[src/rtl/l2_window_mac_if.sv]
// l2_window_mac_if
//   Bundles every non-clock, non-reset signal of l2_window_mac: the
//   weight/bias load port, the start/busy/done control, the layer-1 RAM read
//   port (addr_rd out, din back one cycle later) and the result stream.
//   master : the surrounding system (controller, layer-1 RAM, result sink)
//   slave  : the convolution engine
interface l2_window_mac_if;
  logic               start;
  logic               w_wr;
  logic [3:0]         w_addr;
  logic signed [17:0] w_data;
  logic [7:0]         addr_rd;
  logic signed [17:0] din;
  logic signed [17:0] dout;
  logic               dout_valid;
  logic [6:0]         dout_idx;
  logic               busy;
  logic               done;

  modport master (
    output start, w_wr, w_addr, w_data, din,
    input  addr_rd, dout, dout_valid, dout_idx, busy, done
  );

  modport slave (
    input  start, w_wr, w_addr, w_data, din,
    output addr_rd, dout, dout_valid, dout_idx, busy, done
  );
endinterface

[src/rtl/l2_window_mac.sv]
// l2_window_mac
//   Second-layer 3x3 convolution over the 13x13 layer-1 feature map. Walks
//   the 121 windows (r0 outer, c0 inner, taps row-major), issues one RAM read
//   address per cycle, multiply-accumulates the returning data against nine
//   Q1.6 weights plus a bias, then shifts, saturates (and optionally clamps
//   negatives) into an 18-bit result with a one-cycle valid strobe.
//
// Ports
//   clk    : single clock, rising edge
//   rst_n  : asynchronous active-low reset; aborts a pass and clears weights
//   bus    : l2_window_mac_if.slave
//            start, w_wr/w_addr/w_data (ignored while busy),
//            addr_rd -> din (one-cycle read latency),
//            dout/dout_valid/dout_idx, busy, done
//
// Build option
//   L2_RELU_EN : when defined, negative saturated results are replaced by 0.
module l2_window_mac #(
  parameter int SHIFT = 6
) (
  input  logic           clk,
  input  logic           rst_n,
  l2_window_mac_if.slave bus
);

  localparam int DATA_W = 18;
  localparam int COEF_W = 8;
  localparam int PROD_W = DATA_W + COEF_W;
  localparam int ACC_W  = 30;

  localparam logic signed [ACC_W-1:0] SAT_HI = 30'sd131071;
  localparam logic signed [ACC_W-1:0] SAT_LO = -30'sd131072;

  typedef enum logic [1:0] {IDLE, RUN, DRAIN, DONE} state_t;

  state_t state, state_nxt;

  logic signed [COEF_W-1:0] coef_w [0:8];
  logic signed [DATA_W-1:0] bias;

  logic [3:0] r0, c0, tap;
  logic [6:0] win;
  logic       last_addr;

  logic       vld_p0;
  logic [3:0] tap_p0;
  logic [6:0] idx_p0;

  logic signed [COEF_W-1:0] coef_sel;
  logic signed [PROD_W-1:0] prod;
  logic signed [ACC_W-1:0]  acc_base;
  logic signed [ACC_W-1:0]  sum;
  logic signed [ACC_W-1:0]  acc_p1;

  logic signed [DATA_W-1:0] dout_p2;
  logic                     vld_p2;
  logic [6:0]               idx_p2;

  // Offset of tap t from the window's top-left address in a 13-wide map.
  function automatic logic [7:0] tap_off(input logic [3:0] t);
    case (t)
      4'd0:    tap_off = 8'd0;
      4'd1:    tap_off = 8'd1;
      4'd2:    tap_off = 8'd2;
      4'd3:    tap_off = 8'd13;
      4'd4:    tap_off = 8'd14;
      4'd5:    tap_off = 8'd15;
      4'd6:    tap_off = 8'd26;
      4'd7:    tap_off = 8'd27;
      4'd8:    tap_off = 8'd28;
      default: tap_off = 8'd0;
    endcase
  endfunction

  // Arithmetic right shift back to integer scale, then clamp to 18 bits.
  function automatic logic signed [DATA_W-1:0] shift_sat(input logic signed [ACC_W-1:0] s);
    logic signed [ACC_W-1:0] sh;
    sh = s >>> SHIFT;
    if (sh > SAT_HI)
      shift_sat = SAT_HI[DATA_W-1:0];
    else if (sh < SAT_LO)
      shift_sat = SAT_LO[DATA_W-1:0];
    else
      shift_sat = sh[DATA_W-1:0];
  endfunction

  function automatic logic signed [DATA_W-1:0] relu(input logic signed [DATA_W-1:0] x);
`ifdef L2_RELU_EN
    relu = x[DATA_W-1] ? '0 : x;
`else
    relu = x;
`endif
  endfunction

  assign last_addr   = (r0 == 4'd10) && (c0 == 4'd10) && (tap == 4'd8);
  assign bus.addr_rd = 8'(r0) * 8'd13 + 8'(c0) + tap_off(tap);
  assign bus.busy    = (state != IDLE);
  assign bus.done    = (state == DONE);

  always_ff @(posedge clk or negedge rst_n) begin
    if (!rst_n)
      state <= IDLE;
    else
      state <= state_nxt;
  end

  // DRAIN ends once the last result has been registered (its valid is up).
  always_comb begin
    state_nxt = state;
    case (state)
      IDLE:    if (bus.start) state_nxt = RUN;
      RUN:     if (last_addr) state_nxt = DRAIN;
      DRAIN:   if (vld_p2) state_nxt = DONE;
      DONE:    state_nxt = IDLE;
      default: state_nxt = IDLE;
    endcase
  end

  // Window/tap walker; wraps to zero after the final address so the next
  // pass starts from window 0 without extra setup.
  always_ff @(posedge clk or negedge rst_n) begin
    if (!rst_n) begin
      r0  <= '0;
      c0  <= '0;
      tap <= '0;
      win <= '0;
    end else if (state == RUN) begin
      if (tap == 4'd8) begin
        tap <= '0;
        win <= last_addr ? 7'd0 : win + 7'd1;
        if (c0 == 4'd10) begin
          c0 <= '0;
          r0 <= (r0 == 4'd10) ? 4'd0 : r0 + 4'd1;
        end else begin
          c0 <= c0 + 4'd1;
        end
      end else begin
        tap <= tap + 4'd1;
      end
    end
  end

  // Weights and bias only change between passes.
  always_ff @(posedge clk or negedge rst_n) begin
    if (!rst_n) begin
      for (int k = 0; k < 9; k++) coef_w[k] <= '0;
      bias <= '0;
    end else if (bus.w_wr && (state == IDLE)) begin
      if (bus.w_addr < 4'd9)
        coef_w[bus.w_addr] <= bus.w_data[COEF_W-1:0];
      else if (bus.w_addr == 4'd9)
        bias <= bus.w_data;
    end
  end

  // ---- stage p0: address issued, tap tag follows the RAM read latency ----
  always_ff @(posedge clk or negedge rst_n) begin
    if (!rst_n) begin
      vld_p0 <= 1'b0;
      tap_p0 <= '0;
      idx_p0 <= '0;
    end else begin
      vld_p0 <= (state == RUN);
      tap_p0 <= tap;
      idx_p0 <= win;
    end
  end

  always_comb begin
    coef_sel = '0;
    if (tap_p0 <= 4'd8) coef_sel = coef_w[tap_p0];
  end

  assign prod     = PROD_W'(bus.din) * PROD_W'(coef_sel);
  // Tap 0 seeds the sum with the bias instead of the previous window's total.
  assign acc_base = (tap_p0 == 4'd0) ? ACC_W'(bias) : acc_p1;
  assign sum      = acc_base + ACC_W'(prod);

  // ---- stage p1: accumulate din * weight ----
  always_ff @(posedge clk) begin
    if (vld_p0) acc_p1 <= sum;
  end

  // ---- stage p2: tap 8 sum scaled, saturated and registered out ----
  always_ff @(posedge clk or negedge rst_n) begin
    if (!rst_n) begin
      vld_p2  <= 1'b0;
      dout_p2 <= '0;
      idx_p2  <= '0;
    end else begin
      vld_p2 <= vld_p0 && (tap_p0 == 4'd8);
      if (vld_p0 && (tap_p0 == 4'd8)) begin
        dout_p2 <= relu(shift_sat(sum));
        idx_p2  <= idx_p0;
      end
    end
  end

  assign bus.dout       = dout_p2;
  assign bus.dout_valid = vld_p2;
  assign bus.dout_idx   = idx_p2;

endmodule

[src/flat_wrapper.sv]
// flat-port wrapper written by rule: the top's interface ports become plain ports
module l2_window_mac_flat 
#(
  parameter int SHIFT = 6
)
  (clk, rst_n, bus_start, bus_w_wr, bus_w_addr, bus_w_data, bus_din, bus_addr_rd, bus_dout, bus_dout_valid, bus_dout_idx, bus_busy, bus_done);
  l2_window_mac_if bus_i ();
  input  logic clk;
  input  logic rst_n;
  input wire logic [$bits(bus_i.start)-1:0] bus_start;
  input wire logic [$bits(bus_i.w_wr)-1:0] bus_w_wr;
  input wire logic [$bits(bus_i.w_addr)-1:0] bus_w_addr;
  input wire logic [$bits(bus_i.w_data)-1:0] bus_w_data;
  input wire logic [$bits(bus_i.din)-1:0] bus_din;
  output wire logic [$bits(bus_i.addr_rd)-1:0] bus_addr_rd;
  output wire logic [$bits(bus_i.dout)-1:0] bus_dout;
  output wire logic [$bits(bus_i.dout_valid)-1:0] bus_dout_valid;
  output wire logic [$bits(bus_i.dout_idx)-1:0] bus_dout_idx;
  output wire logic [$bits(bus_i.busy)-1:0] bus_busy;
  output wire logic [$bits(bus_i.done)-1:0] bus_done;
  assign bus_i.start = bus_start;
  assign bus_i.w_wr = bus_w_wr;
  assign bus_i.w_addr = bus_w_addr;
  assign bus_i.w_data = bus_w_data;
  assign bus_i.din = bus_din;
  assign bus_addr_rd = bus_i.addr_rd;
  assign bus_dout = bus_i.dout;
  assign bus_dout_valid = bus_i.dout_valid;
  assign bus_dout_idx = bus_i.dout_idx;
  assign bus_busy = bus_i.busy;
  assign bus_done = bus_i.done;
  l2_window_mac #(.SHIFT(SHIFT)) u_core (.clk(clk), .rst_n(rst_n), .bus(bus_i));
endmodule
[config.mk]
export PLATFORM = sky130hd
export DESIGN_NAME = l2_window_mac_flat
export DESIGN_NICKNAME = d
export VERILOG_FILES = /design/src/rtl/l2_window_mac_if.sv /design/src/rtl/l2_window_mac.sv /design/src/flat_wrapper.sv
export SDC_FILE = /design/constraint.sdc
export NUM_CORES = 1
export LEC_CHECK = 0
export CAP_MARGIN = 20
export CORE_ASPECT_RATIO = 0.6
export CORE_UTILIZATION = 62
export DETAILED_ROUTE_END_ITERATION = 8
export PLACE_DENSITY = 0.82
export SYNTH_ARGS = -nofsm -noshare
export SYNTH_HDL_FRONTEND = slang
export SYNTH_SLANG_ARGS = --single-unit
[constraint.sdc]
create_clock -name clk -period 13.6 [get_ports clk]
set_clock_uncertainty 0.1 [all_clocks]
set_input_delay 2.04 -clock clk [delete_from_list [all_inputs] [get_ports clk]]
set_output_delay 2.04 -clock clk [all_outputs]
set_load 0.1 [all_outputs]
==> results of run 1 <==
-- layout make-up --
cell class                      instances  area [µm²]  area share, %
Sequential cell                       179        4629          28.25
Clock buffer                           18       439.2          2.680
Timing Repair Buffer                   94       932.1          5.689
Clock inverter                         14       137.6         0.8400
Multi-Input combinational cell        913        9268          56.56
Inverter                              156       585.6          3.574
Tap cell                              315       394.1          2.405
-- cells by family after synthesis --
group	count (synthesis)	share of synthesized area [%]
and+or+nand+nor	331	11.68
adders and majority gates	260	30.77
buffers and inverters	196	5.246
DFF	179	31.61
AOI/OAI and AO/OA	152	7.108
muxes	133	11.37
xor gates and xnor gates	37	2.213
-- where the power goes --
group / leakage (nW) / internal (W) / switching, W
combinational: 5.80 / 0.0000120 / 0.0000212
sequential: 2.39 / 0.000543 / 0
clock: 0.287 / 0.000248 / 0.000241
-- state kept, by name (all words and copies together), names as in the netlist --
name	count
u_core.c0	4
u_core.coef_w	72
u_core.idx_p0	7
u_core.r0	4
u_core.tap	4
u_core.bias	18
u_core.tap_p0	4
u_core.vld_p0	1
u_core.bus.dout_valid	1
u_core.acc_p1	30
u_core.state	2
u_core.bus.dout	18
u_core.bus.dout_idx	7
u_core.win	7
-- Yosys cell counts, types with 25 or more instances --
cell type    n
fa_1       167
inv_1      155
dfrtp_1    149
nand2_1    111
and2_1      96
ha_1        93
mux2_2      92
nor2_1      46
a21oi_1     33
edfxtp_1    30
o21ai_0     30
xnor2_1     27
mux2i_1     25
-- worst paths after layout --
kind,start,end,slack (ps),depth (start not counted)
worst max-delay path,u_core.tap_p0[1]$_DFF_PN0_,u_core.bus.dout[3]$_DFFE_PN0P_,4780,23
worst min-delay path,u_core.win[6]$_DFFE_PN0P_,u_core.idx_p0[6]$_DFF_PN0_,300,0
worst max register to register,u_core.tap_p0[1]$_DFF_PN0_,u_core.bus.dout[3]$_DFFE_PN0P_,4780,23
worst min register to register,u_core.win[6]$_DFFE_PN0P_,u_core.idx_p0[6]$_DFF_PN0_,300,0
max in group asynchronous,rst_n,u_core.coef_w[58]$_DFFE_PN0P_,10430,2
min in group asynchronous,rst_n,u_core.coef_w[70]$_DFFE_PN0P_,1520,1
-- worst max-delay path: cells and delay by family (launching register included) --
kind	cells	cell delay, ps
and+or+nand+nor	8	3060
AOI/OAI and AO/OA	6	1710
adders and majority gates	6	2730
DFF	1	720
buffers and inverters	3	390
-- metrics by stage --
step,instance area (µm²),instances,utilization (%)
floorplan,14650,1288,-
global placement,15760,1654,68.12
detailed placement,15760,1654,68.12
CTS,16340,1686,70.61
global route,16390,1689,70.83
finish,16390,1689,70.83
-- metal layers --
metal / part of all wire [%] / global-route usage [%] / up-vias / wire, µm
met5: 0.036 / 0 / - / 13
met4: 1.6 / 8.540 / 2 / 572
met3: 10 / 9.479 / 54 / 3767
met2: 44 / 46.42 / 474 / 15880
met1: 44 / 46.60 / 5178 / 15800
li1: - / - / 4420 / -
-- placed cells by master, fill, tap and decap left out, drive strengths merged, types with 12 or more instances in the layout --
| cell type | instances |
|---|---|
| a21oi | 37 |
| ha | 93 |
| edfxtp | 30 |
| nor3 | 12 |
| fa | 167 |
| and2 | 106 |
| inv | 163 |
| nand2 | 111 |
| mux2i | 25 |
| a21o | 17 |
| clkbuf | 19 |
| o22a | 18 |
| dfrtp | 149 |
| nor2 | 47 |
| clkdlybuf4s50 | 78 |
| nand3 | 12 |
| buf | 15 |
| o21ai | 42 |
| xnor2 | 27 |
| mux4 | 16 |
| mux2 | 92 |
==> impl_metrics.csv, run 1 <==
group,metric,value,unit
yosys,synth_edf_count,30,
worst_setup_path,crit_path_frequent_cell,"fa_1",
floorplan,die_w,200.4,µm
clock_network,clock_latency,440,ps
sta,period_minus_slack,8816,ps
floorplan,initial_core_util,63.30,%
placement,io_buffers,79,
sta,slew_viol_final,0,
drt,dr.first_iter.drc_count,831,
drt,num_vias,10130,
power,ir_worst_vdd,0.07948,mV
yosys,synth_top_area_share,25.46,%
cells_and_area,n_fill_cell,1621,
cells_and_area,diodes,0,
sta,rsz0062_at_grt,"no",
worst_setup_path,worstPathArrival,9080,ps
worst_setup_path,critPathRequiredTime,13860,ps
clock_network,cts_made_buffers,17,
worst_setup_path,slowest_delay,980,ps
placement,place_ws,4600,ps
worst_setup_path,worstPathMaxFanout,19,
yosys,ys_seq_area_share,31.61,%
clock_network,post_cts_resized,0,
grt,grt_max_degree,77,
clock_network,root_buffer,"clkbuf_16",
placement,place.gp.congestion,1.066,
drt,ant_nets,0,
yosys,synth_cells,1288,
grt,overflow,0,
clock_network,cts_hold_buf,0,
grt,grt_usage,31.83,%
yosys,yosys.area.top_type,"dfrtp_1",
sta,hold_viol,0,
drt,routedWlPerCell,21.34,µm
drt,drt_pass1_iterations,8,
clock_network,postCtsSetupRepairBufs,0,
yosys,syn_nets,1592,
cells_and_area,final_nets,1665,
grt,grt_pass1_vias,10600,
min_path,worst_hold_path_type,"flip-flop to flip-flop",
yosys,synth_area,14650,µm²
floorplan,rows,43,
run,maxCapViolCount,0,
floorplan,die_area,24260,µm²
sta,whs,303.7,ps
clock_network,h-tree-depth,4,
clock_network,tritoncts,"done",
grt,grt_pass1_wl,58.06,mm
cells_and_area,syn2layout_area_growth,11.88,%
power,finalPower,0.001065,W
power,leakagePower,8.483,nW
sta,setup_violations,0,
floorplan,die_y,121.1,µm
yosys,ys_top_cells_by_area,"dfrtp_1, fa_1, ha_1",
floorplan,core,23130,µm²
worst_setup_path,crit_type,"flip-flop to flip-flop",
drt,viasPerCell,5.996,
power,powerDensity,65.00,nW/µm²
grt,grt_antenna_before_repair,2,
worst_setup_path,crit_path_top_delay_cell,"nor4b_2",
clock_network,clock_path_buffers,2,
yosys,synth_warnings,0,
sta,max_slew_margin,29.49,%
floorplan,num_io_pins,80,
yosys,synthDistinctLibCells,71,
sta,fmax,0.1134,GHz
drt,routed_wirelength,36.04,mm
sta,fin_ws,4784,ps
worst_setup_path,end_kind,"flip-flop",
cells_and_area,layout-drive-gt1-share,12.88,%
clock_network,cts_sinks,179,
yosys,async_flop_share,83.24,%
worst_setup_path,worstPathCellList,"nor4b_2 > nand2_1 > o21ai_1 > buf_4 > and2_1 > fa_1 > fa_1 > inv_1 > fa_1 > inv_1 > fa_1 > ha_1 > ha_1 > a21oi_1 > nand2b_1 > or3_1 > nor3_2 > o31ai_1 > a2bb2oi_1 > nand4_1 > o21ai_2 > and2_1 > o22a_1",
yosys,syn_area_per_cell,11.37,µm²
sta,tns,0,ps
worst_setup_path,start_kind,"flip-flop",
drt,drc_errors,0,
yosys,postSynthRegisterBits,179,
sta,worst_slew_pin_slew,1054,ps
clock_network,path_clk_slew,80,ps
sta,fin_crit_sh,64.82,%
yosys,synth_ff_type,"dfrtp_1",
placement,post-dp-hpwl,26.76,mm
outcome,status,"completed",
(Power assumes the default switching activity.)
==> run 2: changes to the inputs <==
==> constraint.sdc (replaced) <==
create_clock -name clk -period 8.9 [get_ports clk]
set_clock_uncertainty 0.1 [all_clocks]
set_input_delay 1.335 -clock clk [delete_from_list [all_inputs] [get_ports clk]]
set_output_delay 1.335 -clock clk [all_outputs]
set_load 0.1 [all_outputs]
==> run 2 against run 1 <==
Effect of this change: sequential power rose by 53%; clock power rose by 68%; cell count rose by 0.47%; first-iteration DRC count fell by 1.9%; power rose by 60%; utilization rose by 0.47 points; wire length fell by 4.2%; worst hold slack improved by 15 ps; critical path type unchanged; critical endpoint is now u_core.bus.dout[12]$_DFFE_PN0P_; largest cell class unchanged; highest routed layer unchanged.
==> impl_metrics.csv, run 2 (synthesis results as in run 1) <==
group,metric,value,unit
min_path,worstHoldStart,"u_core.win[6]$_DFFE_PN0P_",
sta,slew_viol_final,0,
sta,period_minus_slack,8096,ps
power,powerDensity,103.3,nW/µm²
drt,routed_wirelength,34.54,mm
grt,grt_usage,30.71,%
worst_setup_path,crit_path_frequent_cell,"fa_1",
grt,overflow,0,
sta,worst_slew_pin_slew,1100,ps
floorplan,rows,43,
min_path,hold_end,"u_core.idx_p0[6]$_DFF_PN0_",
clock_network,h-tree-depth,4,
cells_and_area,stdcell_count,1697,
sta,hold_viol,0,
placement,detailed_place.area,15830,µm²
sta,fin_crit_sh,90.96,%
cells_and_area,syn2layout_area_growth,12.62,%
drt,viasPerCell,5.873,
floorplan,core,23130,µm²
cells_and_area,fin_area,16490,µm²
worst_setup_path,critPathRequiredTime,9190,ps
min_path,min_path_cells,0,
clock_network,clock_latency,450,ps
grt,grt_max_degree,81,
placement,placed_cells,1664,
outcome,status,"completed",
power,ir_worst_vdd,0.1323,mV
grt,grt_pass1_vias,10360,
placement,post-dp-hpwl,26.43,mm
worst_setup_path,start_kind,"flip-flop",
sta,whs,318.8,ps
worst_setup_path,end_kind,"flip-flop",
min_path,worst_hold_path_type,"flip-flop to flip-flop",
worst_setup_path,worst_r2r_endpoint,"u_core.bus.dout[12]$_DFFE_PN0P_",
drt,routedWlPerCell,20.35,µm
power,leakagePower,8.541,nW
worst_setup_path,crit_path_top_delay_cell,"dfrtp_1",
sta,setup_violations,0,
sta,fmax,0.1235,GHz
worst_setup_path,rrSetupSlack,800,ps
sta,max_slew_margin,26.45,%
drt,ant_nets,0,
clock_network,cts_made_buffers,17,
clock_network,postCtsSetupRepairBufs,0,
sta,rsz0062_at_grt,"no",
clock_network,cts_sinks,179,
grt,grt_antenna_before_repair,3,
clock_network,clock_path_buffers,2,
clock_network,path_clk_slew,70,ps
clock_network,post_cts_resized,0,
cells_and_area,final_cell_mix,"fa_1, inv_1, dfrtp_1, nand2_1, and2_1",
drt,drt_pass1_iterations,7,
clock_network,root_buffer,"clkbuf_16",
worst_setup_path,worstPathMaxFanout,18,
cells_and_area,layout-drive-gt1-share,13.24,%
worst_setup_path,startpoint,"u_core.tap_p0[0]$_DFF_PN0_",
worst_setup_path,worst-path-buf-inv,5,
cells_and_area,final_common_cell,"fa_1",
cells_and_area,final_nets,1673,
clock_network,tritoncts,"done",
grt,grt_pass1_wl,56.50,mm
cells_and_area,largest_register_ffs,72,
drt,dr.first_iter.drc_count,815,
clock_network,cts_hold_buf,0,
placement,io_buffers,79,
placement,place.gp.congestion,0.8868,
floorplan,initial_core_util,63.30,%
drt,num_vias,9966,
worst_setup_path,r2r_cells,25,
worst_setup_path,crit_family,"adder cells",
floorplan,num_io_pins,80,
worst_setup_path,worstPathArrival,8380,ps
worst_setup_path,r2r_start,"u_core.tap_p0[0]$_DFF_PN0_",
floorplan,die_area,24260,µm²
worst_setup_path,crit_type,"flip-flop to flip-flop",
cells_and_area,diodes,0,
cells_and_area,largest_register,"u_core.coef_w",
sta,tns,0,ps
worst_setup_path,slowest_delay,570,ps
drt,drc_errors,0,
floorplan,die_y,121.1,µm
floorplan,die_w,200.4,µm
worst_setup_path,cp.depth,25,
cells_and_area,largest_registers,"u_core.coef_w (72), u_core.acc_p1 (30)",
run,maxCapViolCount,0,
cells_and_area,n_fill_cell,1615,
-- run 2: cell types whose count changed in the layout (fill, tap and decap cells not counted), sizes merged --
cell	previous run	this run
buf	15	24
bufinv	0	3
clkbuf	19	21
clkinv	7	1
clkinvlp	0	1
inv	163	162
-- run 2: how the worst max path moves through the flow --
stage                                 endpoint  slack [ps]
2_1_floorplan  u_core.bus.dout[10]$_DFFE_PN0P_        1490
3_3_place_gp    u_core.bus.dout[4]$_DFFE_PN0P_         990
3_5_place_dp   u_core.bus.dout[12]$_DFFE_PN0P_         870
4_1_cts        u_core.bus.dout[12]$_DFFE_PN0P_         830
5_1_grt         u_core.bus.dout[5]$_DFFE_PN0P_         350
6_report       u_core.bus.dout[12]$_DFFE_PN0P_         800
-- run 2: layout make-up --
type                            count  area [µm²]  area share [%]
Sequential cell                   179        4629           28.07
Inverter                          156       585.6           3.550
Clock buffer                       21       471.7           2.860
Multi-Input combinational cell    913        9268           56.19
Timing Repair Buffer              102       984.7           5.970
Clock inverter                     11       160.2          0.9710
Tap cell                          315       394.1           2.390
-- run 2: layer usage --
layer / vias up / track usage, % / wire length (µm) / share of wire, %
met4: 2 / 8.349 / 714 / 2.1
li1: 4431 / - / - / -
met1: 5088 / 46.61 / 15880 / 46
met5: - / 0 / 13 / 0.038
met3: 53 / 7.277 / 2925 / 8.5
met2: 392 / 44.29 / 15010 / 43
-- run 2: power by group --
group | switching [W] | internal [W] | leakage, nW
sequential | 0 | 0.000830 | 2.39
combinational | 0.0000340 | 0.0000196 | 5.84
clock | 0.000347 | 0.000474 | 0.308
total | 0.000381 | 0.00132 | 8.54
-- run 2: through the flow --
| step | utilization (%) | total power [W] | worst slack (ps) |
|---|---|---|---|
| after global routing | 71.29 | 0.001751 | 349.6 |
| after detailed placement | 68.44 | 0.0008978 | 866.8 |
| final | 71.29 | 0.001704 | 804.2 |
| after CTS | 71.17 | 0.001710 | 832.5 |
| after floorplan | - | 0.0008512 | 1495 |
| after global placement | 68.44 | 0.0008969 | 992.8 |
-- run 2: worst reg2reg max path, cell delays in order (launching register included) --
cell and delay (ps):
dfrtp_1 570, buf_4 350, mux4_2 560, mux2i_1 270
o21ai_1 90, buf_4 240, and2_1 300, buf_4 250
fa_1 520, fa_1 530, inv_1 50, fa_1 470
inv_1 60, fa_1 480, ha_1 310, ha_1 380
a21oi_1 270, nand2b_1 110, or3_1 330, nor3_2 260
o31ai_1 150, a2bb2oi_1 370, nand4_1 170, o21ai_2 520
and2_0 220, o22a_1 130
==> run 3: changes to the inputs <==
--- a/config.mk
+++ b/config.mk
@@ -7,9 +7,9 @@
 export LEC_CHECK = 0
 export CAP_MARGIN = 20
 export CORE_ASPECT_RATIO = 0.6
-export CORE_UTILIZATION = 62
+export CORE_UTILIZATION = 56
 export DETAILED_ROUTE_END_ITERATION = 8
-export PLACE_DENSITY = 0.82
+export PLACE_DENSITY = 0.78
 export SYNTH_ARGS = -nofsm -noshare
 export SYNTH_HDL_FRONTEND = slang
 export SYNTH_SLANG_ARGS = --single-unit
==> constraint.sdc (replaced) <==
create_clock -name clk -period 6.9 [get_ports clk]
set_clock_uncertainty 0.1 [all_clocks]
set_input_delay 1.035 -clock clk [delete_from_list [all_inputs] [get_ports clk]]
set_output_delay 1.035 -clock clk [all_outputs]
set_load 0.1 [all_outputs]
==> run 3 against run 2 <==
Effect of this change: the run now ends with setup timing left; highest routed layer is now met4; via count increased by 9.1%; non-clock buffer count increased by 156; utilization increased by 1.4 points; cell count increased by 11%; combinational power increased by 43%; setup slack got worse by 1200 ps.
==> impl_metrics.csv, run 3 (synthesis results as in run 1) <==
group,metric,value,unit
floorplan,die_w,210.8,µm
cells_and_area,diodes,0,
sta,hold_viol,0,
power,p_sw,0.0004985,W
sta,worst_slew_pin_slew,1071,ps
power,ir_worst_vdd,0.1877,mV
power,p_int,0.001625,W
sta,period_minus_slack,7298,ps
worst_setup_path,start_kind,"flip-flop",
sta,setup_violations,19,
min_path,min_path_cells,0,
sta,slew_viol_final,0,
grt,grt_max_degree,84,
placement,detailed_place.area,17000,µm²
cells_and_area,fin_area,18540,µm²
clock_network,cts_sinks,179,
clock_network,path_clk_slew,70,ps
drt,viasPerCell,5.747,
sta,fin_ws,-398.5,ps
placement,place.gp.congestion,0.9274,
drt,drt_pass1_iterations,5,
worst_setup_path,crit_path_frequent_cell,"fa_1",
clock_network,clock_path_buffers,2,
cells_and_area,final_common_cell,"fa_1",
drt,routedWlPerCell,21.15,µm
clock_network,cts_made_buffers,17,
floorplan,die_y,127.3,µm
floorplan,num_io_pins,80,
worst_setup_path,worstPathMaxFanout,7,
worst_setup_path,crit_path_top_delay_cell,"fa_1",
cells_and_area,layout-drive-gt1-share,27.86,%
cells_and_area,largest_register_ffs,72,
outcome,status,"finished, violations left",
power,powerDensity,114.6,nW/µm²
power,seqPwrFrac,50.4,%
worst_setup_path,worstPathArrival,7520,ps
grt,grt_pass1_vias,11220,
floorplan,initial_core_util,57.42,%
clock_network,cts_hold_buf,0,
worst_setup_path,crit_type,"flip-flop to flip-flop",
clock_network,clock_latency,440,ps
clock_network,h-tree-depth,4,
outcome,failed_checks,"setup timing",
drt,drc_errors,0,
power,leakagePower,9.377,nW
sta,tns,-6582,ps
sta,fin_crit_sh,105.8,%
power,switching_share,23.47,%
sta,rsz0062_at_grt,"yes",
worst_setup_path,slowest_delay,580,ps
clock_network,root_buffer,"clkbuf_16",
placement,post-dp-hpwl,28.69,mm
worst_setup_path,r2r_cells,29,
cells_and_area,final_nets,1831,
power,combPwrFrac,3.6,%
power,power_frac_clock,46.0,%
run,maxCapViolCount,0,
min_path,worst_hold_path_type,"flip-flop to flip-flop",
drt,routed_wirelength,40.02,mm
floorplan,rows,45,
cells_and_area,syn2layout_area_growth,26.59,%
drt,dr.first_iter.drc_count,869,
cells_and_area,largest_register,"u_core.coef_w",
cells_and_area,largest_registers,"u_core.coef_w (72), u_core.acc_p1 (30)",
sta,max_slew_margin,28.50,%
grt,grt_usage,29.92,%
worst_setup_path,critPathRequiredTime,7120,ps
power,finalPower,0.002124,W
clock_network,tritoncts,"done",
grt,grt_antenna_before_repair,0,
cells_and_area,fin_util,72.69,%
placement,io_buffers,79,
floorplan,core,25510,µm²
cells_and_area,final_cell_mix,"fa_1, inv_1, dfrtp_1, buf_4, nand2_1",
floorplan,die_area,26820,µm²
drt,num_vias,10870,
sta,fmax,0.1370,GHz
drt,ant_nets,0,
grt,overflow,0,
worst_setup_path,end_kind,"flip-flop",
grt,grt_pass1_wl,60.98,mm
[run 3: cell types whose count changed in the layout (fill, tap and decap cells not counted), sizes merged]
cell,delta
clkinvlp,+2
clkinv,+3
inv,-1
a21oi,+2
bufinv,-2
clkdlybuf4s50,-2
buf,+156
[run 3: through the flow]
step	std cells	setup WS, ps	hold slack (ps)
after floorplan	1288	0.6222	251.9
after global placement	1823	-340.2	273.7
after detailed placement	1823	-508.7	290.7
after CTS	1869	-302.0	298.5
after global routing	1892	-655.4	313.2
final	1892	-398.5	298.6
[run 3: worst paths after layout]
check | from | slack (ps) | to
setup / recovery | u_core.tap_p0[0]$_DFF_PN0_ | -400 | u_core.bus.dout[4]$_DFFE_PN0P_
setup reg to reg | u_core.tap_p0[0]$_DFF_PN0_ | -400 | u_core.bus.dout[4]$_DFFE_PN0P_
min in group asynchronous | rst_n | 550 | u_core.coef_w[41]$_DFFE_PN0P_
max in group asynchronous | rst_n | 4730 | u_core.tap_p0[0]$_DFF_PN0_
hold reg to reg | u_core.win[6]$_DFFE_PN0P_ | 300 | u_core.idx_p0[6]$_DFF_PN0_
hold / removal | u_core.win[6]$_DFFE_PN0P_ | 300 | u_core.idx_p0[6]$_DFF_PN0_
[run 3: power groups by stage]
stage | Sequential [W] | Clock, W | Combinational (W)
2_1_floorplan | 0.00109 | 0 | 0.00000673
3_3_place_gp | 0.00109 | 0 | 0.0000750
3_5_place_dp | 0.00109 | 0 | 0.0000758
4_1_cts | 0.00107 | 0.000984 | 0.0000762
5_1_grt | 0.00107 | 0.00103 | 0.0000827
6_report | 0.00107 | 0.000977 | 0.0000765
[run 3: repair_timing]
action / 4_1_cts / 5_1_grt
pin swaps: 12 / 72
cloned: 2 / 2
setup endpoints to repair: 19 / 22
gates resized for setup: 26 / 104
setup buffers: 12 / 22
[run 3: layout make-up]
cell class | instances | area [µm²]
clock buffer | 19 | 454.2
fill | 1667 | 6967
tap | 352 | 440.4
inverter | 156 | 585.6
multi-input combinational | 915 | 9913
clock inverter | 13 | 122.6
timing repair buffer | 258 | 2392
sequential | 179 | 4631
[run 3: layer usage]
layer / part of all wire, % / track usage (%)
met1: 44 / 44.71
met4: 1.6 / 6.735
met3: 9.3 / 7.301
met2: 45 / 44.38
met5: 0 / 0
[run 3: critical path: cells and delay by family (launching register included)]
family / cells / cell delay (ps)
buffers and inverters: 10 / 1280
AND/OR/NAND/NOR: 6 / 1540
flip-flops: 1 / 450
AO/OA/AOI/OAI: 6 / 830
XOR/XNOR: 1 / 150
adder cells (fa/ha/maj): 6 / 2830
